## config.mk

```make
export PLATFORM = sky130hd
export DESIGN_NAME = rgb565_roi_gray
export DESIGN_NICKNAME = d
export VERILOG_FILES = /design/src/rtl/rgb565_roi_gray.sv
export SDC_FILE = /design/constraint.sdc
export NUM_CORES = 1
export LEC_CHECK = 0
export CAP_MARGIN = 20
export CORE_ASPECT_RATIO = 1.5
export CORE_MARGIN = 4
export CORE_UTILIZATION = 25
export DETAILED_ROUTE_END_ITERATION = 8
export GPL_ROUTABILITY_DRIVEN = 0
export PLACE_DENSITY = 0.5
export RECOVER_POWER = 25
export SKIP_CTS_REPAIR_TIMING = 1
export SYNTH_ARGS = -nofsm -noshare
export SYNTH_HDL_FRONTEND = slang
export SYNTH_SLANG_ARGS = --single-unit
```

## constraint.sdc

```tcl
create_clock -name clk -period 7.7 [get_ports clk]
set_input_delay 2.31 -clock clk [delete_from_list [all_inputs] [get_ports clk]]
set_output_delay 2.31 -clock clk [all_outputs]
set_load 0.02 [all_outputs]
```

## src/rtl/rgb565_roi_gray.sv

```systemverilog
// RGB565 camera front-end: crops a fixed ROI and converts it to 8-bit grey for the pooling stage.
// Optional macro ROI_FRAME_CHECK_EN adds a sticky frame_err output for wrong per-frame pixel counts.
module rgb565_roi_gray #(
    parameter int SRC_WIDTH  = 640,
    parameter int CROP_X     = 264,
    parameter int CROP_Y     = 184,
    parameter int OUT_WIDTH  = 112,
    parameter int OUT_HEIGHT = 112
) (
    input  logic        clk,
    input  logic        rst_n,
    input  logic        cam_vsync,
    input  logic        cam_de,
    input  logic [15:0] cam_data,
    output logic        frame_start,
    output logic [7:0]  pixel_out,
    output logic        pixel_valid_out
`ifdef ROI_FRAME_CHECK_EN
    ,
    output logic        frame_err
`endif
);

    // The window never extends past the active source line.
    localparam int X_END = (CROP_X + OUT_WIDTH < SRC_WIDTH) ? CROP_X + OUT_WIDTH : SRC_WIDTH;

    localparam logic [10:0] X_LO    = 11'(CROP_X);
    localparam logic [10:0] X_HI    = 11'(X_END);
    localparam logic [10:0] Y_LO    = 11'(CROP_Y);
    localparam logic [10:0] Y_HI    = 11'(CROP_Y + OUT_HEIGHT);
    localparam logic [10:0] CNT_SAT = 11'h7FF;

    logic        vsync_q, vsync_q2;
    logic        de_q, de_q2;
    logic [15:0] data_q;
    logic        locked;
    logic [10:0] col_cnt, row_cnt;

    logic        vs_rise, de_fall, keep;
    logic [7:0]  r8, g8, b8;

    logic        s1_valid;
    logic [15:0] prod_r, prod_g, prod_b;

    assign vs_rise = vsync_q & ~vsync_q2;
    assign de_fall = de_q2 & ~de_q;

    assign keep = locked & de_q &
                  (col_cnt >= X_LO) & (col_cnt < X_HI) &
                  (row_cnt >= Y_LO) & (row_cnt < Y_HI);

    assign r8 = {data_q[15:11], data_q[15:13]};
    assign g8 = {data_q[10:5],  data_q[10:9]};
    assign b8 = {data_q[4:0],   data_q[4:2]};

    always_ff @(posedge clk or negedge rst_n) begin
        if (!rst_n) begin
            vsync_q  <= 1'b0;
            vsync_q2 <= 1'b0;
            de_q     <= 1'b0;
            de_q2    <= 1'b0;
            data_q   <= 16'd0;
            locked   <= 1'b0;
            col_cnt  <= 11'd0;
            row_cnt  <= 11'd0;
        end else begin
            vsync_q  <= cam_vsync;
            vsync_q2 <= vsync_q;
            de_q     <= cam_de;
            de_q2    <= de_q;
            data_q   <= cam_data;
            if (vs_rise) begin
                locked <= 1'b1;
            end
            // vs_rise has priority so a line ending on the sync edge cannot bump row 0.
            if (vs_rise) begin
                col_cnt <= 11'd0;
                row_cnt <= 11'd0;
            end else if (de_fall) begin
                col_cnt <= 11'd0;
                if (row_cnt != CNT_SAT) begin
                    row_cnt <= row_cnt + 11'd1;
                end
            end else if (de_q && (col_cnt != CNT_SAT)) begin
                col_cnt <= col_cnt + 11'd1;
            end
        end
    end

    // Two-stage luma: weighted products, then sum and keep the integer part.
    always_ff @(posedge clk or negedge rst_n) begin
        if (!rst_n) begin
            s1_valid        <= 1'b0;
            prod_r          <= 16'd0;
            prod_g          <= 16'd0;
            prod_b          <= 16'd0;
            pixel_out       <= 8'd0;
            pixel_valid_out <= 1'b0;
            frame_start     <= 1'b0;
        end else begin
            s1_valid        <= keep & ~vs_rise;
            prod_r          <= 16'd77  * {8'd0, r8};
            prod_g          <= 16'd150 * {8'd0, g8};
            prod_b          <= 16'd29  * {8'd0, b8};
            pixel_valid_out <= s1_valid & ~vs_rise;
            if (s1_valid) begin
                pixel_out <= 8'(({1'b0, prod_r} + {1'b0, prod_g} + {1'b0, prod_b}) >> 8);
            end
            frame_start <= vs_rise;
        end
    end

`ifdef ROI_FRAME_CHECK_EN
    localparam logic [14:0] FRAME_PIXELS = 15'(OUT_WIDTH * OUT_HEIGHT);

    logic [13:0] pix_cnt;

    // The pixel leaving in the vs_rise cycle itself still belongs to the old frame.
    always_ff @(posedge clk or negedge rst_n) begin
        if (!rst_n) begin
            pix_cnt   <= 14'd0;
            frame_err <= 1'b0;
        end else if (vs_rise) begin
            if (locked && (({1'b0, pix_cnt} + 15'(pixel_valid_out)) != FRAME_PIXELS)) begin
                frame_err <= 1'b1;
            end
            pix_cnt <= 14'd0;
        end else if (pixel_valid_out && (pix_cnt != 14'h3FFF)) begin
            pix_cnt <= pix_cnt + 14'd1;
        end
    end
`endif

endmodule
```

# [After elaboration in Yosys (flattened, before gate mapping)]
# Index checks and enable logic that the tools add are counted.
# Widths: inputs -> output; s select.
[classes] n_eq_ne=2 muxes=6 bitwise=12 n_reduce_logical=5 mul=3 addsub=4 n_lt_le_gt_ge=4
[op_table] operator="$mux 11" count=6
[op_table] operator="$mul 7x8->15 const A" count=2
[op_table] operator="$add 11x1->11 const B" count=2
[op_table] operator="$lt 11x9->1 const B" count=2
[op_table] operator="$ne 11x11->1 const B" count=2
[op_table] operator="$add 15x16->16" count=1
[op_table] operator="$add 16x13->16" count=1
[op_table] operator="$mul 5x8->13 const A" count=1
[op_table] operator="$ge 11x8->1 const B" count=1
[op_table] operator="$ge 11x9->1 const B" count=1
[op_table] operator="$and 1x1->1" count=9
[op_table] operator="$reduce_bool 2->1" count=2
[op_table] operator="$not 1->1" count=3
[op_table] operator="$reduce_bool 3->1" count=1
[op_table] operator="$reduce_and 2->1" count=1
[op_table] operator="$logic_and 1x1->1" count=1
[word_totals] input_bits=20 wordCells=51 output_inout_bits=10 reg_bits=97

# [Depth between registers and ports, before layout]
[depth] word_depth=6 ltp_mapped=14 ltp_nobuf=14

# [Least setup slack after synthesis]
# OpenSTA, ideal clock, no wires.
[synth_timing] path_type="reg2reg" start="register data_q[13]" end="register prod_r[12]" path_slack_ns=4.166 arrival_ns=3.454 setup_time_ns=0.080 required_time_ns=7.620 stages_incl_launch_ff=14 cell_sequence="dfrtp_1 -> ha_1 -> ha_1 -> inv_1 -> fa_1 -> fa_1 -> inv_1 -> ha_1 -> or2_2 -> a211oi_1 -> inv_1 -> a31o_2 -> a21oi_1 -> xnor2_1"
[synth_via] elab_chain_len=1
[synth_rtl] element="from (decl)" line="35" rtl="logic [15:0] data_q;"
[synth_rtl] element="from (signal assigned)" line="71" rtl="data_q <= cam_data;"
[synth_rtl] element="$mul 7x8->15" line="102" rtl="prod_r <= 16'd77 * {8'd0, r8};"
[synth_rtl] element="to (signal assigned)" line="102"
[synth_rtl] element="to (decl)" line="43" rtl="logic [15:0] prod_r, prod_g, prod_b;"
# No other way between the ends.
# A chain may end at the register's enable or synchronous reset.

# [Final worst setup path]
# Same ends and word-level chain as after synthesis.

==> reports/results.ini <==
[outcome]
outcome = finished clean

[sta]
worst_slew_pin_slew_ns = 1.181
clock_skew_ns = 0.01323
grt_setup_unrepaired = no
fin_hold_ws_ns = 0.3845
period_share = 0.4823
finalMaxSlewViolations = 0
setup_tns_ns = 0
post-route-min-period_ns = 3.714
setup_violations = 0
finalWorstSetupSlack_ns = 3.986
slew_headroom = 0.2025
fmax_mhz = 269.3
finalHoldViolations = 0

[yosys]
synth_nets = 820
synth.avg_cell_area_um2 = 10.55
synthTopCellsByArea = dfrtp_1, ha_1, fa_1
yosysUniqueCellTypes = 51
netlist_area_um2 = 6839
async_reset_ff_frac = 1.000
ys_ff_latch = 97
synth-edff-count = 0
synth_top_cell_by_area = dfrtp_1
ys_seq_area_frac = 0.3549
syn-instance-count = 648
yosysTopAreaCellShare = 0.3549
yosysWarnings = 0
ys.flop_type = dfrtp_1
yosys-top-cells-count = ha_1, inv_1, dfrtp_1
yosysMostFrequentCell = ha_1

[placed_design]
dp_slack_ns = 3.992
place.port_buffers = 29
place_area_um2 = 7525
dp.cells = 1009
hpwl_mm = 10.82

[layout]
regArea_um2 = 2427
fin_nets = 855
layout-area-overhead-vs-synth_pct = 14.27
multiInputGateArea_um2 = 3965
fin_cells = 1025
fillers = 2783
n_antenna_cell = 0
final_area_um2 = 7815
layout-drive-gt1-share = 0.04215

[power]
peakVddDrop_uv = 185.7
p_switching_w = 0.0009819
p_clk_frac = 0.194
p_int_w = 0.001395
p_sw_frac = 0.4130
p_seq_frac = 0.279
power_frac_comb = 0.528
power_leakage_nw = 3.808
p_per_area_nw_per_um2 = 304.2

[floorplanning]
core-area_um2 = 26760
rows = 73
chipHeight_um = 210.6
fp.dieW_um = 143.0
pin_count = 30
start_util = 0.2556
die_area_um2 = 30120

[route]
wl_met2_mm = 7.162
antenna_left = 0
drc_errors = 0
route.detailed.wl_per_inst_um = 12.95
via_per_inst = 4.372
vias = 4481
wl_met1_mm = 5.455
finalWirelength_mm = 13.27
highest_layer = met4
drt_iter0_markers = 103
dr_wl_met3_um = 378
first_pass_iters = 4

[worst_setup_path]
slowest_delay_ns = 0.52
crit_chain = ha_1, ha_1, inv_1, fa_1, fa_1, inv_1, ha_1, or2_2, a211oi_1, inv_1, a31o_2, a21oi_1, xnor2_1
endpoint_kind = flop
start_kind = flop
crit_type = flop to flop
cp_max_fo = 7
crit_path_top_delay_cell = dfrtp_1
worstPathArrival_ns = 4.00
reg2reg_slack_ns = 3.99
required_ns = 7.99

[clocking]
clock_latency_ns = 0.36
numCtsBuffers = 9
clockBufferDepth = 2
htreeDepth = 3
root_buffer = clkbuf_16
cts_tree = built
cts.sinks = 97
clk_pin_slew_worst_paths_ns = 0.08

[grt]
grt_max_degree = 51
antenna_found_initial = 0
grt_overflow = 0
grt_pass1_vias = 4712
grtUsageTotal = 0.09441
grt_pass1_wl_mm = 22.60

[min_path]
hp-class = flop to flop

[run]
maxCapViolations = 0

-- through the flow --
step                      total power (W)    util
after CTS                        0.002426  0.2927
after global routing             0.002632  0.2920
after floorplan                  0.001642       -
after global placement           0.001937  0.2812
final                            0.002377  0.2920
after detailed placement         0.001946  0.2812
-- critical path, delay by kind of cell, from the launching register on --
family / cells / cell delay (ns)
adders and majority gates: 5 / 1.91
AOI/OAI and AO/OA: 3 / 0.63
DFF: 1 / 0.52
and+or+nand+nor: 1 / 0.28
buffers and inverters: 3 / 0.17
xor gates and xnor gates: 1 / 0.13
-- cell type report --
| type | count | area share |
|---|---|---|
| multi-input cells | 439 | 0.5074 |
| flip-flops and latches | 97 | 0.3106 |
| well taps | 337 | 0.05395 |
| inverters | 106 | 0.05091 |
| repair buffers | 30 | 0.03778 |
| clock buffers | 9 | 0.02882 |
| clock inverters | 7 | 0.01057 |
-- cells in the final DEF (no fill, tap or decap), types with 3 or more instances in the layout --
cell and instances:
ha_1 115, inv_1 106, dfrtp_1 97, a21oi_1 37
fa_1 37, nor2_1 34, xnor2_1 26, o21ai_0 25
nand2_1 24, clkdlybuf4s50_1 21, xor2_1 15, nand3_1 12
nand4_1 10, nand2b_1 9, clkbuf_16 9, o21a_1 7
nor4_1 7, a21o_1 7, dlygate4sd3_1 7, or3_1 6
nor2b_1 6, nor3_1 6, mux2i_1 6, o211ai_1 6
o21bai_1 4, a211oi_1 4, and3_1 4, mux2_2 3
inv_8 3
-- flip-flops by register name (all words and copies together), names as in the netlist --
| register | count |
|---|---|
| row_cnt | 11 |
| col_cnt | 11 |
| prod_b | 13 |
| data_q | 16 |
| pixel_valid_out | 1 |
| prod_r | 15 |
| frame_start | 1 |
| vsync_q | 1 |
| de_q | 1 |
| prod_g | 15 |
| de_q2 | 1 |
| pixel_out | 8 |
| s1_valid | 1 |
| vsync_q2 | 1 |
| locked | 1 |
-- power groups by stage --
stage | combinational (W) | clock (W) | sequential, W
after floorplan | 0.000989 | 0 | 0.000653
final | 0.00125 | 0.000460 | 0.000662
after CTS | 0.00128 | 0.000480 | 0.000667
after detailed placement | 0.00127 | 0 | 0.000678
after global routing | 0.00146 | 0.000496 | 0.000676
after global placement | 0.00126 | 0 | 0.000677
-- worst paths after layout --
kind | startpoint | endpoint | depth (start not counted)
hold / removal | vsync_q | vsync_q2 | 0
setup / recovery | data_q[13] | prod_r[12] | 13
hold reg to reg | vsync_q | vsync_q2 | 0
max in group asynchronous | rst_n | data_q[8] | 2
setup reg to reg | data_q[13] | prod_r[12] | 13
min in group asynchronous | rst_n | col_cnt[4] | 1
-- layer usage --
layer / global-route usage / vias to the layer above
met4: 0.03870 / 0
met3: 0.01952 / 16
met5: 0 / -
li1: - / 2261
met2: 0.1725 / 48
met1: 0.1052 / 2156
-- kinds of logic (layout without fill, tap and decap cells) --
| group | after synthesis | count (layout) | synth area share |
|---|---|---|---|
| and+or+nand+nor | 134 | 134 | 0.1023 |
| muxes | 9 | 9 | 0.01372 |
| AOI/OAI and AO/OA | 103 | 103 | 0.09514 |
| adders and majority gates | 152 | 152 | 0.3187 |
| xor gates and xnor gates | 41 | 41 | 0.05251 |
| buffers and inverters | 112 | 152 | 0.06275 |
| DFF | 97 | 97 | 0.3549 |
No activity file was read; power rests on OpenSTA's default activity.
